--- src/rtl/mul3_rem_serial.sv ---
// Digit-serial D = 3*Q + R reconstruction, LSB digit first, one DIGIT per cycle.
// Define MUL3R_OVF_EN to report a nonzero final carry on ovf; otherwise ovf is 0.
module mul3_rem_serial #(
   parameter int W     = 64,
   parameter int DIGIT = 4
) (
   input  logic         clk,
   input  logic         rst,
   input  logic         in_valid,
   output logic         in_ready,
   input  logic [W-1:0] q,
   input  logic [1:0]   r,
   output logic         out_valid,
   input  logic         out_ready,
   output logic [W-1:0] d,
   output logic         ovf
);

   localparam int NDIG = W / DIGIT;
   localparam int CW   = (NDIG > 1) ? $clog2(NDIG) : 1;
   localparam logic [CW-1:0] LAST = CW'(NDIG - 1);

   localparam logic [1:0] S_IDLE = 2'd0;
   localparam logic [1:0] S_RUN  = 2'd1;
   localparam logic [1:0] S_DONE = 2'd2;

   logic [1:0]       state_q, state_d;
   logic [W-1:0]     sh_q, sh_d;
   logic [W-1:0]     acc_q, acc_d;
   logic [1:0]       carry_q, carry_d;
   logic [CW-1:0]    cnt_q, cnt_d;
   logic [DIGIT-1:0] n;
   logic [DIGIT+1:0] t;

   // 3n formed as n + 2n so the sum never exceeds DIGIT+2 bits
   assign n = sh_q[DIGIT-1:0];
   assign t = {2'b00, n} + {1'b0, n, 1'b0} + {{DIGIT{1'b0}}, carry_q};

`ifdef MUL3R_OVF_EN
   logic ovf_q, ovf_d;
`endif

   always_comb begin
      state_d = state_q;
      sh_d    = sh_q;
      acc_d   = acc_q;
      carry_d = carry_q;
      cnt_d   = cnt_q;
`ifdef MUL3R_OVF_EN
      ovf_d   = ovf_q;
`endif
      unique case (state_q)
         S_IDLE: begin
            if (in_valid) begin
               sh_d    = q;
               carry_d = r;
               cnt_d   = '0;
               state_d = S_RUN;
            end
         end
         S_RUN: begin
            acc_d   = {t[DIGIT-1:0], acc_q[W-1:DIGIT]};
            carry_d = t[DIGIT+1:DIGIT];
            sh_d    = sh_q >> DIGIT;
            if (cnt_q == LAST) begin
               state_d = S_DONE;
`ifdef MUL3R_OVF_EN
               ovf_d   = (t[DIGIT+1:DIGIT] != 2'b00);
`endif
            end else begin
               cnt_d = cnt_q + CW'(1);
            end
         end
         S_DONE: begin
            if (out_ready) begin
               state_d = S_IDLE;
               cnt_d   = '0;
`ifdef MUL3R_OVF_EN
               ovf_d   = 1'b0;
`endif
            end
         end
         default: state_d = S_IDLE;
      endcase
   end

   always_ff @(posedge clk or posedge rst) begin
      if (rst) begin
         state_q <= S_IDLE;
         sh_q    <= '0;
         acc_q   <= '0;
         carry_q <= '0;
         cnt_q   <= '0;
      end else begin
         state_q <= state_d;
         sh_q    <= sh_d;
         acc_q   <= acc_d;
         carry_q <= carry_d;
         cnt_q   <= cnt_d;
      end
   end

`ifdef MUL3R_OVF_EN
   always_ff @(posedge clk or posedge rst) begin
      if (rst) ovf_q <= 1'b0;
      else     ovf_q <= ovf_d;
   end
   assign ovf = ovf_q;
`else
   assign ovf = 1'b0;
`endif

   assign in_ready  = (state_q == S_IDLE);
   assign out_valid = (state_q == S_DONE);
   assign d         = acc_q;

endmodule

--- config.mk ---
export PLATFORM = sky130hd
export DESIGN_NAME = mul3_rem_serial
export DESIGN_NICKNAME = d
export VERILOG_FILES = /design/src/rtl/mul3_rem_serial.sv
export SDC_FILE = /design/constraint.sdc
export NUM_CORES = 1
export LEC_CHECK = 0
export BUFFER_PORTS_ARGS = -buffer_cell sky130_fd_sc_hd__clkbuf_2
export CORE_MARGIN = 3
export CORE_UTILIZATION = 54
export CTS_CLUSTER_SIZE = 30
export DETAILED_ROUTE_END_ITERATION = 10
export GPL_TIMING_DRIVEN = 0
export PLACE_DENSITY = 0.78
export SETUP_SLACK_MARGIN = 0.02
export SYNTH_ARGS = -nofsm -noshare
export SYNTH_HDL_FRONTEND = slang
export SYNTH_SLANG_ARGS = --single-unit
--- constraint.sdc ---
create_clock -name clk -period 5.4 [get_ports clk]
set_clock_uncertainty 0.05 [all_clocks]
set_input_delay 0.27 -clock clk [delete_from_list [all_inputs] [get_ports clk]]
set_output_delay 0.27 -clock clk [all_outputs]
set_load 0.05 [all_outputs]
==> results.json <==
{
  "clk_pin_slew_ns": 0.05,
  "syn-instance-count": 665,
  "ys_seq_area_frac": 0.547,
  "crit_chain": "inv_1 > fa_1 > inv_1 > ha_1 > fa_1 > a21o_1 > a21oi_1 > o21ai_0",
  "hold_path_class": "input port to flip-flop",
  "synth_area_leader_cell": "dfrtp_1",
  "clk_latency_ns": 0.41,
  "synth_area_leaders": "dfrtp_1 55%, nand2_1 15%, and3b_1 4.1%",
  "vias_per_cell": 5.36,
  "via_count": 5212,
  "layout_min_cycle_time_ns": 2.23,
  "synth-seq-cells": 136,
  "die_h_um": 113,
  "vdd_drop_max_mv": 0.492,
  "io_buffers": 134,
  "regArea_mm2": 0.00340,
  "crit_type": "flip-flop to flip-flop",
  "critPathMaxStageDelay_ns": 0.53,
  "routed_wl_mm": 14.6,
  "synthSimpleGateAreaFrac": 0.218,
  "yosys_warnings": 0,
  "critPathLaunchType": "flip-flop",
  "grt_max_degree": 106,
  "placed_area_mm2": 0.00710,
  "ios": 137,
  "hp-start": "q[58]",
  "crit_buf_inv": 2,
  "synthArstFlopShare": 1.00,
  "grt_overflow_total": 0,
  "globalplace.congestion": 0.837,
  "cp-startpoint": "sh_q[0]",
  "cp_top_family": "adder cells",
  "synthXorXnorAreaFrac": 0.00423,
  "drv_cap": 0,
  "antenna_found_initial": 0,
  "wl_per_cell_um": 15.0,
  "std_cell_rows": 38,
  "final_area_mm2": 0.00762,
  "core_region_area_mm2": 0.0110,
  "slew_violations": 0,
  "cts_root_buf": "clkbuf_16",
  "dp_slack_ns": 3.18,
  "postSynthNetCount": 745,
  "fmax_mhz": 448,
  "synth_top_area_share": 0.547,
  "grt_pass1_wl_mm": 24.3,
  "synthMuxAreaShare": 0.0370,
  "track_usage": 0.236,
  "hold_ws_ns": 0.0806,
  "fin_tns_setup_ns": 0,
  "die_width_um": 113,
  "clockBufferDepth": 2,
  "htree_num_levels": 4,
  "synth_edf_count": 0,
  "yosysUniqueCellTypes": 38,
  "area_delta_synth_final_pct": 22.6,
  "cp.required_ns": 5.63,
  "cp_slowest_cell": "fa_1",
  "cts_tree": "built",
  "multi_input_area_mm2": 0.00248,
  "final_util": 0.691,
  "slew_headroom": 0.658,
  "synth_top_family_by_area": "simple AND/OR/NAND/NOR gates",
  "yosysMostFrequentCell": "nand2_1",
  "grt_pass1_vias": 5125,
  "synthAdderAreaFrac": 0.0225,
  "endpoint_kind": "flip-flop",
  "ys_top_cells_by_count": "248 x nand2_1, 136 x dfrtp_1, 46 x a21oi_1",
  "dieArea_mm2": 0.0128,
  "nets": 900,
  "dr.pass1.iters": 4,
  "power.density_mw_per_mm2": 726,
  "cts_inserted_buffers": 17,
  "initial_core_util": 0.564,
  "cts-resized-gates": 0,
  "hold_viol_final": 0,
  "numClockSinks": 136,
  "syn_area_per_cell_um2": 9.35,
  "layout-drive-gt1-share": 0.238,
  "synth_ff_type": "dfrtp_1",
  "drt_iter0_markers": 370,
  "dp_hpwl_mm": 10.3,
  "finalCritPeriodShare": 0.414,
  "fillCellCount": 857,
  "crit_fanout": 3,
  "worst_pin_slew_ns": 0.512,
  "rsz0062_at_grt": "false",
  "synth_compound_area_frac": 0.116,
  "worst_r2r_startpoint": "sh_q[0]",
  "finalWorstSetupSlack_ns": 3.17,
  "setup_viol": 0,
  "antenna_cells_inserted": 0,
  "synth.cell_area_mm2": 0.00622,
  "ant_nets": 0,
  "status": "complete, no violations",
  "worstPathArrival_ns": 2.47,
  "drcViolationCount": 0,
  "leakage_uw": 0.00419
}
==> placed cells by master (no fill, tap or decap), types with 2 or more instances in the layout <==
| master | netlist | routed |
|---|---|---|
| inv_1 | 9 | 8 |
| fa_1 | 2 | 2 |
| o21ai_1 | 22 | 22 |
| clkbuf_8 | 0 | 3 |
| xor2_1 | 2 | 2 |
| nor2_1 | 2 | 2 |
| a22oi_1 | 8 | 8 |
| nor2b_1 | 13 | 13 |
| clkinv_2 | 0 | 3 |
| a21o_1 | 2 | 2 |
| and3b_1 | 29 | 29 |
| buf_6 | 4 | 4 |
| buf_8 | 2 | 2 |
| dfrtp_1 | 136 | 136 |
| buf_2 | 15 | 15 |
| nand2_1 | 248 | 248 |
| nor2b_4 | 2 | 2 |
| nand2b_1 | 2 | 2 |
| buf_4 | 14 | 14 |
| ha_1 | 8 | 8 |
| o21ai_0 | 45 | 45 |
| nand3_1 | 2 | 2 |
| nor3_1 | 2 | 2 |
| clkbuf_1 | 13 | 22 |
| clkbuf_2 | 0 | 134 |
| a21oi_1 | 46 | 46 |
| mux2i_1 | 23 | 23 |
| clkbuf_16 | 0 | 17 |
==> layout make-up <==
class / count / area share
Buffer: 48 / 0.0399
Clock buffer: 29 / 0.0657
Clock inverter: 3 / 0.00197
Inverter: 9 / 0.00509
Multi-Input combinational cell: 472 / 0.325
Sequential cell: 136 / 0.446
Tap cell: 140 / 0.0230
Timing Repair Buffer: 136 / 0.0929
==> logic make-up (layout without fill, tap and decap cells) <==
| logic type | count (synthesis) | in the layout |
|---|---|---|
| compound gates | 132 | 132 |
| xor+xnor | 3 | 3 |
| fa+ha+maj | 10 | 10 |
| buf+inv | 57 | 225 |
| flops | 136 | 136 |
| mux | 23 | 23 |
| other cells | 1 | 1 |
| simple gates | 303 | 303 |
==> power by group <==
part	internal, uW	switching [uW]
Combinational	845	1860
Sequential	1490	331
Clock	621	394
==> registers in the layout (all words and copies together) (netlist names) <==
signal and count:
sh_q 64, cnt_q 4, d 64, state_q 2, carry_q 2
==> metal layers <==
metal | track usage | vias up | wire length, um
met2 | 0.382 | 169 | 7110
met1 | 0.308 | 2516 | 6370
met4 | 0.108 | 0 | 335
li1 | - | 2501 | -
met3 | 0.0481 | 26 | 822
met5 | 0 | - | 0
==> per-stage QoR <==
stage               instances  power, uW
floorplan                 665       3840
global placement          939       4430
detailed placement        940       4530
CTS                       973       5560
global route              973       5910
finish                    973       5530
==> tightest hold or removal path, delay by kind of cell <==
family / cells / cell delay, ns
multiplexers: 1 / 0.05
AO/OA/AOI/OAI: 1 / 0.11
buffers and inverters: 1 / 0.07
==> final timing paths <==
| path | end | slack (ns) | cells past startpoint |
|---|---|---|---|
| max | carry_q[1] | 3.17 | 8 |
| min | sh_q[58] | 0.08 | 3 |
| max reg2reg | carry_q[1] | 3.17 | 8 |
| min reg2reg | d[0] | 0.43 | 2 |
| max in group asynchronous | state_q[1] | 4.17 | 4 |
| min in group asynchronous | sh_q[13] | 0.33 | 3 |
==> what timing repair did <==
| item | CTS | global route |
|---|---|---|
| setup buffers | 0 | 0 |
| endpoints found under the hold margin | 31 | 0 |
| hold buffers | 1 | 0 |
Power figures use the tool's default switching activity.
